$ cat src/rtl/udp_frame_reader.sv
// Read-side consumer for the framed byte ring buffer: issues reads, resynchronises on
// frame markers, caps frame length and streams bytes out through a 2-entry queue.
module udp_frame_reader #(
  parameter int MAX_LEN = 1472,
  parameter int CNT_W   = 16,
  parameter int LEN_W   = 11
) (
  input  logic             rd_clk,
  input  logic             rst,
  output logic             buf_rd_en,
  input  logic [7:0]       buf_rddata,
  input  logic             buf_first,
  input  logic             buf_last,
  input  logic             buf_empty,
  output logic [7:0]       out_data,
  output logic             out_valid,
  output logic             out_first,
  output logic             out_last,
  input  logic             out_ready,
  output logic [CNT_W-1:0] frame_cnt,
  output logic [CNT_W-1:0] drop_cnt,
  output logic             err_overlong,
  output logic             err_unterm
);

  typedef enum logic [1:0] {HUNT, PASS, DROP} state_t;

  localparam logic [LEN_W-1:0] LEN_TERM = LEN_W'(MAX_LEN - 1);

  state_t           state;
  logic [9:0]       q_mem [2];
  logic             q_rd;
  logic             q_wr;
  logic [1:0]       q_cnt;
  logic             inflight;
  logic [LEN_W-1:0] len;
  logic             pop;
  logic             push;
  logic             last_flag;

  assign out_valid = (q_cnt != 2'd0);
  assign {out_first, out_last, out_data} = q_mem[q_rd];
  assign pop = out_valid && out_ready;

  // Occupancy is taken after this cycle's pop so a draining queue keeps 1 byte/cycle.
  assign buf_rd_en = !rst && !buf_empty &&
                     (({1'b0, q_cnt} - {2'b0, pop} + {2'b0, inflight}) < 3'd2);

  assign push      = inflight && (buf_first || (state == PASS));
  assign last_flag = buf_last ||
                     ((state == PASS) && !buf_first && (len == LEN_TERM));

  always_ff @(posedge rd_clk) begin
    if (rst) begin
      state        <= HUNT;
      inflight     <= 1'b0;
      len          <= '0;
      q_rd         <= 1'b0;
      q_wr         <= 1'b0;
      q_cnt        <= 2'd0;
      q_mem[0]     <= '0;
      q_mem[1]     <= '0;
      frame_cnt    <= '0;
      drop_cnt     <= '0;
      err_overlong <= 1'b0;
      err_unterm   <= 1'b0;
    end else begin
      inflight     <= buf_rd_en;
      err_overlong <= 1'b0;
      err_unterm   <= 1'b0;
      if (pop) q_rd <= ~q_rd;
      if (push) begin
        q_mem[q_wr] <= {buf_first, last_flag, buf_rddata};
        q_wr        <= ~q_wr;
      end
      q_cnt <= q_cnt + {1'b0, push} - {1'b0, pop};

      if (inflight) begin
        case (state)
          HUNT, DROP: begin
            if (buf_first) begin
              len <= LEN_W'(1);
              if (buf_last) begin
                frame_cnt <= frame_cnt + CNT_W'(1);
                state     <= HUNT;
              end else begin
                state <= PASS;
              end
            end else begin
              drop_cnt <= drop_cnt + CNT_W'(1);
              if (state == DROP && buf_last) state <= HUNT;
            end
          end
          PASS: begin
            if (buf_first) begin
              // New start inside a frame: the old tail stays unmarked.
              err_unterm <= 1'b1;
              len        <= LEN_W'(1);
              if (buf_last) begin
                frame_cnt <= frame_cnt + CNT_W'(1);
                state     <= HUNT;
              end
            end else if (buf_last) begin
              frame_cnt <= frame_cnt + CNT_W'(1);
              state     <= HUNT;
            end else if (len == LEN_TERM) begin
              err_overlong <= 1'b1;
              state        <= DROP;
            end else begin
              len <= len + LEN_W'(1);
            end
          end
          default: state <= HUNT;
        endcase
      end
    end
  end

endmodule
$ cat config.mk
export PLATFORM = sky130hd
export DESIGN_NAME = udp_frame_reader
export DESIGN_NICKNAME = d
export VERILOG_FILES = /design/src/rtl/udp_frame_reader.sv
export SDC_FILE = /design/constraint.sdc
export NUM_CORES = 1
export LEC_CHECK = 0
export ABC_AREA = 0
export BUFFER_PORTS_ARGS = -buffer_cell sky130_fd_sc_hd__buf_2
export CAP_MARGIN = 10
export CORE_MARGIN = 2
export CORE_UTILIZATION = 50
export CTS_CLUSTER_SIZE = 25
export DETAILED_ROUTE_END_ITERATION = 12
export GPL_ROUTABILITY_DRIVEN = 0
export HOLD_SLACK_MARGIN = 0.06
export PLACE_DENSITY = 0.84
export SLEW_MARGIN = 20
export SYNTH_ARGS = -nofsm -noshare
export SYNTH_HDL_FRONTEND = slang
export SYNTH_SLANG_ARGS = --single-unit
$ cat constraint.sdc
create_clock -name rd_clk -period 2.2 [get_ports rd_clk]
set_input_delay 0.22 -clock rd_clk [delete_from_list [all_inputs] [get_ports rd_clk]]
set_output_delay 0.22 -clock rd_clk [all_outputs]
set_load 0.01 [all_outputs]
* Word level (Yosys, flattened, before mapping)
Memories as Yosys holds them, arrays and structs flattened. A register that Yosys moved wholly into a read port is not among the register bits. Cells that the tools add are included.
Operators by class: bitwise operators 5, reduce and logical (&&, ||, !) cells 23, add/sub/neg operators 7, $lt $le $gt $ge 1, mux-type cells 28, equal/unequal tests 9
Operators by type and width (count):
- 2-to-1 mux 11 bit | 4
- adder 16 x 1 -> 16 bit (second input constant) | 2
- 2-to-1 mux 16 bit | 2
- case mux 16 bit (2 select lines) | 1
- case mux 11 bit (2 select lines) | 1
- 2-to-1 mux 1 bit | 12
- 2-to-1 mux 2 bit | 6
- inequality test 3 bit (second input constant) | 4
- adder 11 x 1 -> 11 bit (second input constant) | 1
- == test 11 bit (second input constant) | 1
- 2-to-1 mux 10 bit | 1
- OR reduction 10 bit | 1
- logical AND 1 bit | 7
- AND reduction 3 bit | 2
- NOT 1 bit | 5
- AND reduction 5 bit | 1
- OR reduction 5 bit | 1
- case mux 2 bit (2 select lines) | 1
- AND reduction 4 bit | 1
- nonzero test 2 bit | 2
- adder 3 x 1 -> 3 bit | 1
- zero test 1 bit | 3
- < comparator 3 x 2 -> 1 bit (second input constant) | 1
- inequality test 3 x 2 -> 1 bit (second input constant) | 1
- 10 further kinds | 11
Word-level totals: logic and storage cells 84, RAM bits 20, memories 1, flip-flop bits (word level) 52, output and inout bits 46
Memory list:
- q_mem | words 2, width 10, rd ports 1, clocked after memory_dff 1, write ports 2, line 31 | logic [9:0] q_mem [2];

* Logic depth before layout (Yosys ltp)
Gate-level depths: netlist (run 1).
word-level depth 8, depth in mapped cells 8

* Least setup slack after synthesis (run 1)
Ideal clock, no wire load.
kind register to output, start point register q_cnt[1], end point output buf_rd_en, setup slack -0.275 ns, path buffers 0, cell stages (with the launch flop) 8, arrival time 2.255 ns, cell sequence dfxtp_1 -> or2_2 -> and2_1 -> ha_1 -> nand2b_1 -> fa_1 -> xor2_1 -> nor4b_1
Between the ends: longest elaborated chain between the ends 6
RTL lines:
- from (decl) | line 34 | logic [1:0] q_cnt;
- from (signal assigned) | line 76 | q_cnt <= q_cnt + {1'b0, push} - {1'b0, pop};
- nonzero test 2 bit | line 41 | assign out_valid = (q_cnt != 2'd0);
- net out_valid | line 16 | output logic out_valid,
- logical AND 1 bit | line 43 | assign pop = out_valid && out_ready;
- net pop | line 37 | logic pop;
- subtractor 2 x 1 -> 3 bit | line 47 | (({1'b0, q_cnt} - {2'b0, pop} + {2'b0, inflight}) < 3'd2);
- adder 3 x 1 -> 3 bit | line 47
- < comparator 3 x 2 -> 1 bit | line 47
- logical AND 1 bit | line 46 | assign buf_rd_en = !rst && !buf_empty &&
- to (decl) | line 10 | output logic buf_rd_en,
The timed path passes the listed nets, and every way through them passes these cells.

* Worst setup path after layout (run 1)
start point register q_cnt[1], end point output buf_rd_en
Between the ends: longest elaborated chain between the ends 6
RTL lines (line):
- nonzero test 2 bit | 41
- logical AND 1 bit | 43
- net pop | 37
- subtractor 2 x 1 -> 3 bit | 47
- adder 3 x 1 -> 3 bit | 47
- < comparator 3 x 2 -> 1 bit | 47
- logical AND 1 bit | 46
The timed path passes the listed nets, and every way through them passes these cells.

==> flow_summary.json, run 1 <==
{
  "rsz0062_at_grt": "yes",
  "synth_top_area_share_pct": 30.1,
  "status": "finished, violations left",
  "cts_root_buf": "clkbuf_8",
  "synth_xor_area_share_pct": 4.47,
  "nNetsFinal": 448,
  "worstPathRequired_ps": 1980,
  "finalWorstSetupSlack_ps": -358,
  "portBuffers": 59,
  "synth.distinct_cells": 55,
  "clk_latency_ps": 350,
  "drc_errors": 0,
  "finalCritPeriodShare_pct": 116,
  "grt_usage_pct": 20.4,
  "synth_nets": 381,
  "rows": 30,
  "synth_compound_area_share_pct": 13.1,
  "vias": 2898,
  "fin_skew_ps": 11.9,
  "synth_adder_area_share_pct": 2.70,
  "cp_max_fo": 2,
  "die_height_um": 88.0,
  "power_mw": 3.38,
  "synth_cells": 360,
  "ir_drop_v": 0.000378,
  "cts_tree": "yes",
  "cts_num_sinks": 73,
  "timing.final.hold_violations": 0,
  "grt_max_degree": 54,
  "async_reset_ff_share_pct": 0,
  "path_class": "flop to output pin",
  "synth_area_um2": 3530,
  "final_area_um2": 4220,
  "min_from": "buf_rddata[5]",
  "clock_path_buffers": 2,
  "grt_overflow_total": 0,
  "slew_violations": 0,
  "cts_made_buffers": 9,
  "final_cell_mix": "59 x buf_2, 51 x dfxtp_1, 28 x nor2_1",
  "start_kind": "flop",
  "startpoint": "q_cnt[1]$_SDFF_PP0_",
  "setup_viol": 1,
  "dieArea_um2": 7740,
  "post_synth.cell_area_avg_um2": 9.80,
  "drt_iter0_markers": 192,
  "synth_edf_count": 20,
  "post_drt_wl_per_cell_um": 14.3,
  "hold_class": "primary input to flop",
  "layout_min_cycle_time_ps": 2560,
  "drv_cap": 0,
  "r2r-start": "q_cnt[1]$_SDFF_PP0_",
  "cp-end-kind": "output pin",
  "yosys.area_share.simple_pct": 24.6,
  "layout_commonest_cell": "buf_2",
  "place.detailed.hpwl_um": 5200,
  "antenna_found_initial": 0,
  "path_clk_slew_ps": 90,
  "seq_area_frac_synth_pct": 47.1,
  "grt_pass1_wl_um": 12400,
  "synth_top_family_by_area": "simple AND/OR/NAND/NOR gates",
  "drt-vias-per-instance": 5.49,
  "synthMuxAreaShare_pct": 4.72,
  "drt_pass1_iterations": 4,
  "die_width_um": 88.0,
  "maxSlewHeadroom_pct": 44.9,
  "synth_area_leaders": "dfxtp_1 30%, edfxtp_1 17%, mux2_2 4.2%",
  "violations": "negative setup slack",
  "cellPowerDensity_nw_per_um2": 802,
  "crit_arrival_ps": 2340,
  "ys.flop_type": "dfxtp_1",
  "place_area_um2": 3980,
  "start_util_pct": 51.9,
  "synth_top_cell_by_area": "dfxtp_1",
  "worstMarginPinSlew_ps": 826,
  "core_um2": 6790,
  "leakage_nw": 1.64,
  "antenna_cells": 0,
  "totalWireLength_um": 7570,
  "fmax_mhz": 391,
  "fillCellCount": 569,
  "area_growth_syn_to_layout_pct": 19.7,
  "io_pins": 60,
  "ys_ff_latch": 73,
  "cts_max_level": 3,
  "drive_gt1_share_pct": 26.4,
  "yosys_warnings": 0,
  "ant_nets": 0,
  "grt_pass1_vias": 2690
}
[cells by family after synthesis]
kind of cell	after synthesis
DFF	73
muxes	15
and+or+nand+nor	145
buffers and inverters	29
xor gates and xnor gates	18
adders and majority gates	7
AOI/OAI and AO/OA	73
[sequential cells by signal (all words and copies together) (netlist names), 2 cells and up, named ones only]
register / count
q_cnt: 2
len: 11
frame_cnt: 16
state: 2
drop_cnt: 16
q_mem: 20
[synthesized netlist by cell type, types with 9 or more instances]
| cell type | count |
|---|---|
| dfxtp_1 | 53 |
| nor2_1 | 28 |
| a21oi_1 | 22 |
| edfxtp_1 | 20 |
| and2_1 | 19 |
| o21ai_0 | 15 |
| clkbuf_1 | 14 |
| nand2_1 | 14 |
| mux2_2 | 13 |
| nand3_1 | 13 |
| inv_1 | 12 |
| xnor2_1 | 12 |
| o31ai_1 | 11 |
| or3_1 | 9 |
[stage by stage]
stage / hold slack, ps / setup TNS, ps / std cells / utilization, % / setup WS, ps
detailed placement: 426 / -55.0 / 510 / 58.6 / -55.0
global route: 150 / -509 / 528 / 62.1 / -509
CTS: 141 / -406 / 528 / 62.1 / -406
finish: 149 / -358 / 528 / 62.1 / -358
global placement: 427 / 0 / 510 / 58.6 / 19.1
floorplan: 299 / 0 / 360 / - / 0.906
[critical path: stages (launching register included)]
cell      delay, ps
dfxtp_2         330
or2_4           240
and2_4          150
ha_4            210
nand2b_4        140
fa_2            370
xor2_2          160
nor4b_2         230
buf_2           160
[cell type report]
cell class	instances	area (um^2)	area share, %
inverter	12	45.0	1.07
clock inverter	7	76.3	1.81
multi-input combinational	258	1790	42.4
timing repair buffer	73	403	9.55
sequential	73	1660	39.4
clock buffer	9	124	2.94
tap	96	120	2.85
[per-layer routing]
layer	up-vias	part of all wire [%]	track usage (%)
met1	1350	45	25.1
met4	0	1.5	7.83
met5	-	0	0
li1	1456	-	-
met2	82	48	34.2
met3	10	5.3	5.66
[where the power goes]
part / switching (mW) / internal [mW] / total [mW]
sequential: 0.0744 / 1.48 / 1.56
clock: 0.540 / 0.534 / 1.07
combinational: 0.381 / 0.371 / 0.752
[final timing paths]
check,endpoint,slack [ps],cells past startpoint
worst max-delay path,buf_rd_en,-360,8
worst max register to register,inflight$_SDFF_PP0_,260,7
worst min-delay path,q_mem[0][5]$_SDFFCE_PN0P_,150,2
worst min register to register,frame_cnt[15]$_SDFFE_PP0P_,480,2
[timing repair]
| action | CTS | global route |
|---|---|---|
| endpoints found under the hold margin | 1 | 0 |
| setup endpoints to repair | 1 | 1 |
| hold buffers | 1 | 0 |
| pin swaps | 5 | 3 |
| buffers inserted | 1 | 0 |
| cloned | 0 | 0 |
| gates resized for setup | 2 | 0 |
No activity file was read; power rests on OpenSTA's default activity.
==> run 2: changes to the inputs <==
Settings changed: GPL_TIMING_DRIVEN set to 0.
==> run 2 against run 1 <==
The run still ends with negative setup slack left. Via count rose by 1.2%. Cell count is 1.1% higher. Sequential share of layout area fell by 0.28 points. Global-route usage rose by 0.19 points.
==> flow_summary.json, run 2 (synthesis results as in run 1) <==
{
  "fin_skew_ps": 10.6,
  "met1_usage_pct": 24.4,
  "place.detailed.hpwl_um": 5390,
  "gr-usage-met3_pct": 5.84,
  "cellPowerDensity_nw_per_um2": 825,
  "rsz0062_at_grt": "yes",
  "final_core_util_pct": 62.7,
  "use_met2_pct": 35.1,
  "dieArea_um2": 7740,
  "drt_iter0_markers": 134,
  "grt_busiest_layer": "met2",
  "cp_top_family": "simple AND/OR/NAND/NOR gates",
  "violations": "negative setup slack",
  "status": "finished, violations left",
  "grt_overflow_total": 0,
  "nNetsFinal": 454,
  "die_height_um": 88.0,
  "r2r-start": "state[0]$_SDFFE_PP0P_",
  "io_pins": 60,
  "finalWorstSetupSlack_ps": -364,
  "rrSetupSlack_ps": 140,
  "pre_cts_slack_ps": -69.1,
  "cpPeakStageDelay_ps": 380,
  "setup_viol": 1,
  "largest_register_ffs": 20,
  "worstReg2RegEnd": "q_cnt[1]$_SDFF_PP0_",
  "drv_cap": 0,
  "top_register": "q_mem",
  "hold_depth": 2,
  "maxSlewHeadroom_pct": 46.6,
  "path_class": "flop to output pin",
  "hold_class": "primary input to flop",
  "worstMarginPinSlew_ps": 800,
  "power.switching_mw": 1.01,
  "path_clk_slew_ps": 80,
  "cp_slowest_cell": "fa_2",
  "grt_max_degree": 15,
  "cts_root_buf": "clkbuf_8",
  "start_kind": "flop",
  "grt_pass1_vias": 2808,
  "layout_commonest_cell": "buf_2",
  "core_um2": 6790,
  "place_area_um2": 3960,
  "ir_drop_v": 0.000534,
  "cts_tree": "yes",
  "clk_latency_ps": 350,
  "final_cell_mix": "58 x buf_2, 51 x dfxtp_1, 28 x nor2_1",
  "drt-vias-per-instance": 5.49,
  "drc_errors": 0,
  "die_width_um": 88.0,
  "grt_pass1_wl_um": 12500,
  "final_area_um2": 4260,
  "finalCritPeriodShare_pct": 117,
  "worstPathCellList": "or2_4 -> and2_4 -> ha_4 -> nand2b_4 -> fa_2 -> xor2_2 -> nor4b_2 -> buf_2",
  "slew_violations": 0,
  "totalWireLength_um": 7600,
  "post_drt_wl_per_cell_um": 14.2,
  "cp_max_fo": 2,
  "drt_pass1_iterations": 4,
  "p_seq_share_pct": 43.7,
  "worstHoldEndpoint": "q_mem[1][6]$_SDFFCE_PN0P_",
  "clkPwrFrac_pct": 33.9,
  "switching_share_pct": 28.7,
  "fillCellCount": 566,
  "antenna_cells": 0,
  "antenna_found_initial": 0,
  "start_util_pct": 51.9,
  "rows": 30,
  "ant_nets": 0,
  "combPwrFrac_pct": 22.4,
  "vias": 2933,
  "fin_tns_setup_ps": -364,
  "portBuffers": 57,
  "holdWs_ps": 152,
  "crit_arrival_ps": 2340,
  "p_int_mw": 2.50,
  "timing.critical_path.buf_inv": 1,
  "drive_gt1_share_pct": 25.1,
  "layout_min_cycle_time_ps": 2560,
  "grt_usage_pct": 20.6,
  "area_growth_syn_to_layout_pct": 20.7,
  "cts_num_sinks": 73,
  "leakage_nw": 1.63,
  "timing.final.hold_violations": 0,
  "fmax_mhz": 390,
  "worstPathRequired_ps": 1980,
  "ff2ff_path_depth": 8,
  "cts_made_buffers": 9,
  "clock_path_buffers": 2,
  "reg.largest.list": "q_mem (20), drop_cnt (16), frame_cnt (16)",
  "cp-end-kind": "output pin",
  "cts_max_level": 3,
  "min_from": "buf_rddata[6]"
}
run 2: timing repair:
action | in CTS | in global routing
gates cloned | 0 | 0
hold buffers | 1 | 0
setup endpoints to repair | 1 | 21
resized for setup | 4 | 3
buffers inserted | 3 | 1
pin swaps | 4 | 1
endpoints found under the hold margin | 1 | 0
run 2: how the worst max path moves through the flow:
stage / slack [ps] / depth (start not counted) / end / startpoint
final: -360 / 8 / buf_rd_en / q_cnt[1]$_SDFF_PP0_
after global routing: -440 / 8 / buf_rd_en / q_cnt[1]$_SDFF_PP0_
after CTS: -390 / 8 / buf_rd_en / q_cnt[1]$_SDFF_PP0_
after detailed placement: -70 / 8 / buf_rd_en / q_cnt[1]$_SDFF_PP0_
after global placement: -290 / 4 / q_mem[0][4]$_SDFFCE_PN0P_ / buf_first
after floorplan: 0.9 / 7 / buf_rd_en / q_cnt[0]$_SDFF_PP0_
run 2: power groups by stage:
| stage | clock (mW) | sequential, mW | combinational (mW) |
|---|---|---|---|
| CTS | 1.20 | 1.53 | 0.763 |
| finish | 1.19 | 1.53 | 0.787 |
| global placement | 0 | 1.56 | 0.690 |
| global route | 1.26 | 1.55 | 0.869 |
| floorplan | 0 | 1.56 | 0.519 |
| detailed placement | 0 | 1.57 | 0.709 |
run 2: layout make-up:
| class | count | area, um^2 | area share, % |
|---|---|---|---|
| Sequential cell | 73 | 1670 | 39.2 |
| Buffer | 17 | 76.3 | 1.79 |
| Tap cell | 96 | 120 | 2.82 |
| Multi-Input combinational cell | 258 | 1800 | 42.2 |
| Inverter | 12 | 48.8 | 1.15 |
| Timing Repair Buffer | 62 | 325 | 7.64 |
| Clock inverter | 7 | 100 | 2.35 |
| Clock buffer | 9 | 124 | 2.91 |
run 2: per-layer routing:
metal	vias to the layer above	share of wire, %
li1	1474	-
met4	0	1.7
met2	63	49
met1	1386	45
met3	10	4.6
met5	-	0
run 2: through the flow:
step / total power [mW] / instances
2_1_floorplan: 2.08 / 360
3_3_place_gp: 2.25 / 513
3_5_place_dp: 2.28 / 513
4_1_cts: 3.50 / 533
5_1_grt: 3.68 / 534
6_report: 3.51 / 534
run 2: worst register-to-register path: cells and delay by family (launching register included):
family                   cells  cell delay [ps]
AO/OA/AOI/OAI                1              280
XOR/XNOR                     2              310
adder cells (fa/ha/maj)      2              530
buffers and inverters        1               40
flip-flops                   1              390
AND/OR/NAND/NOR              2              410
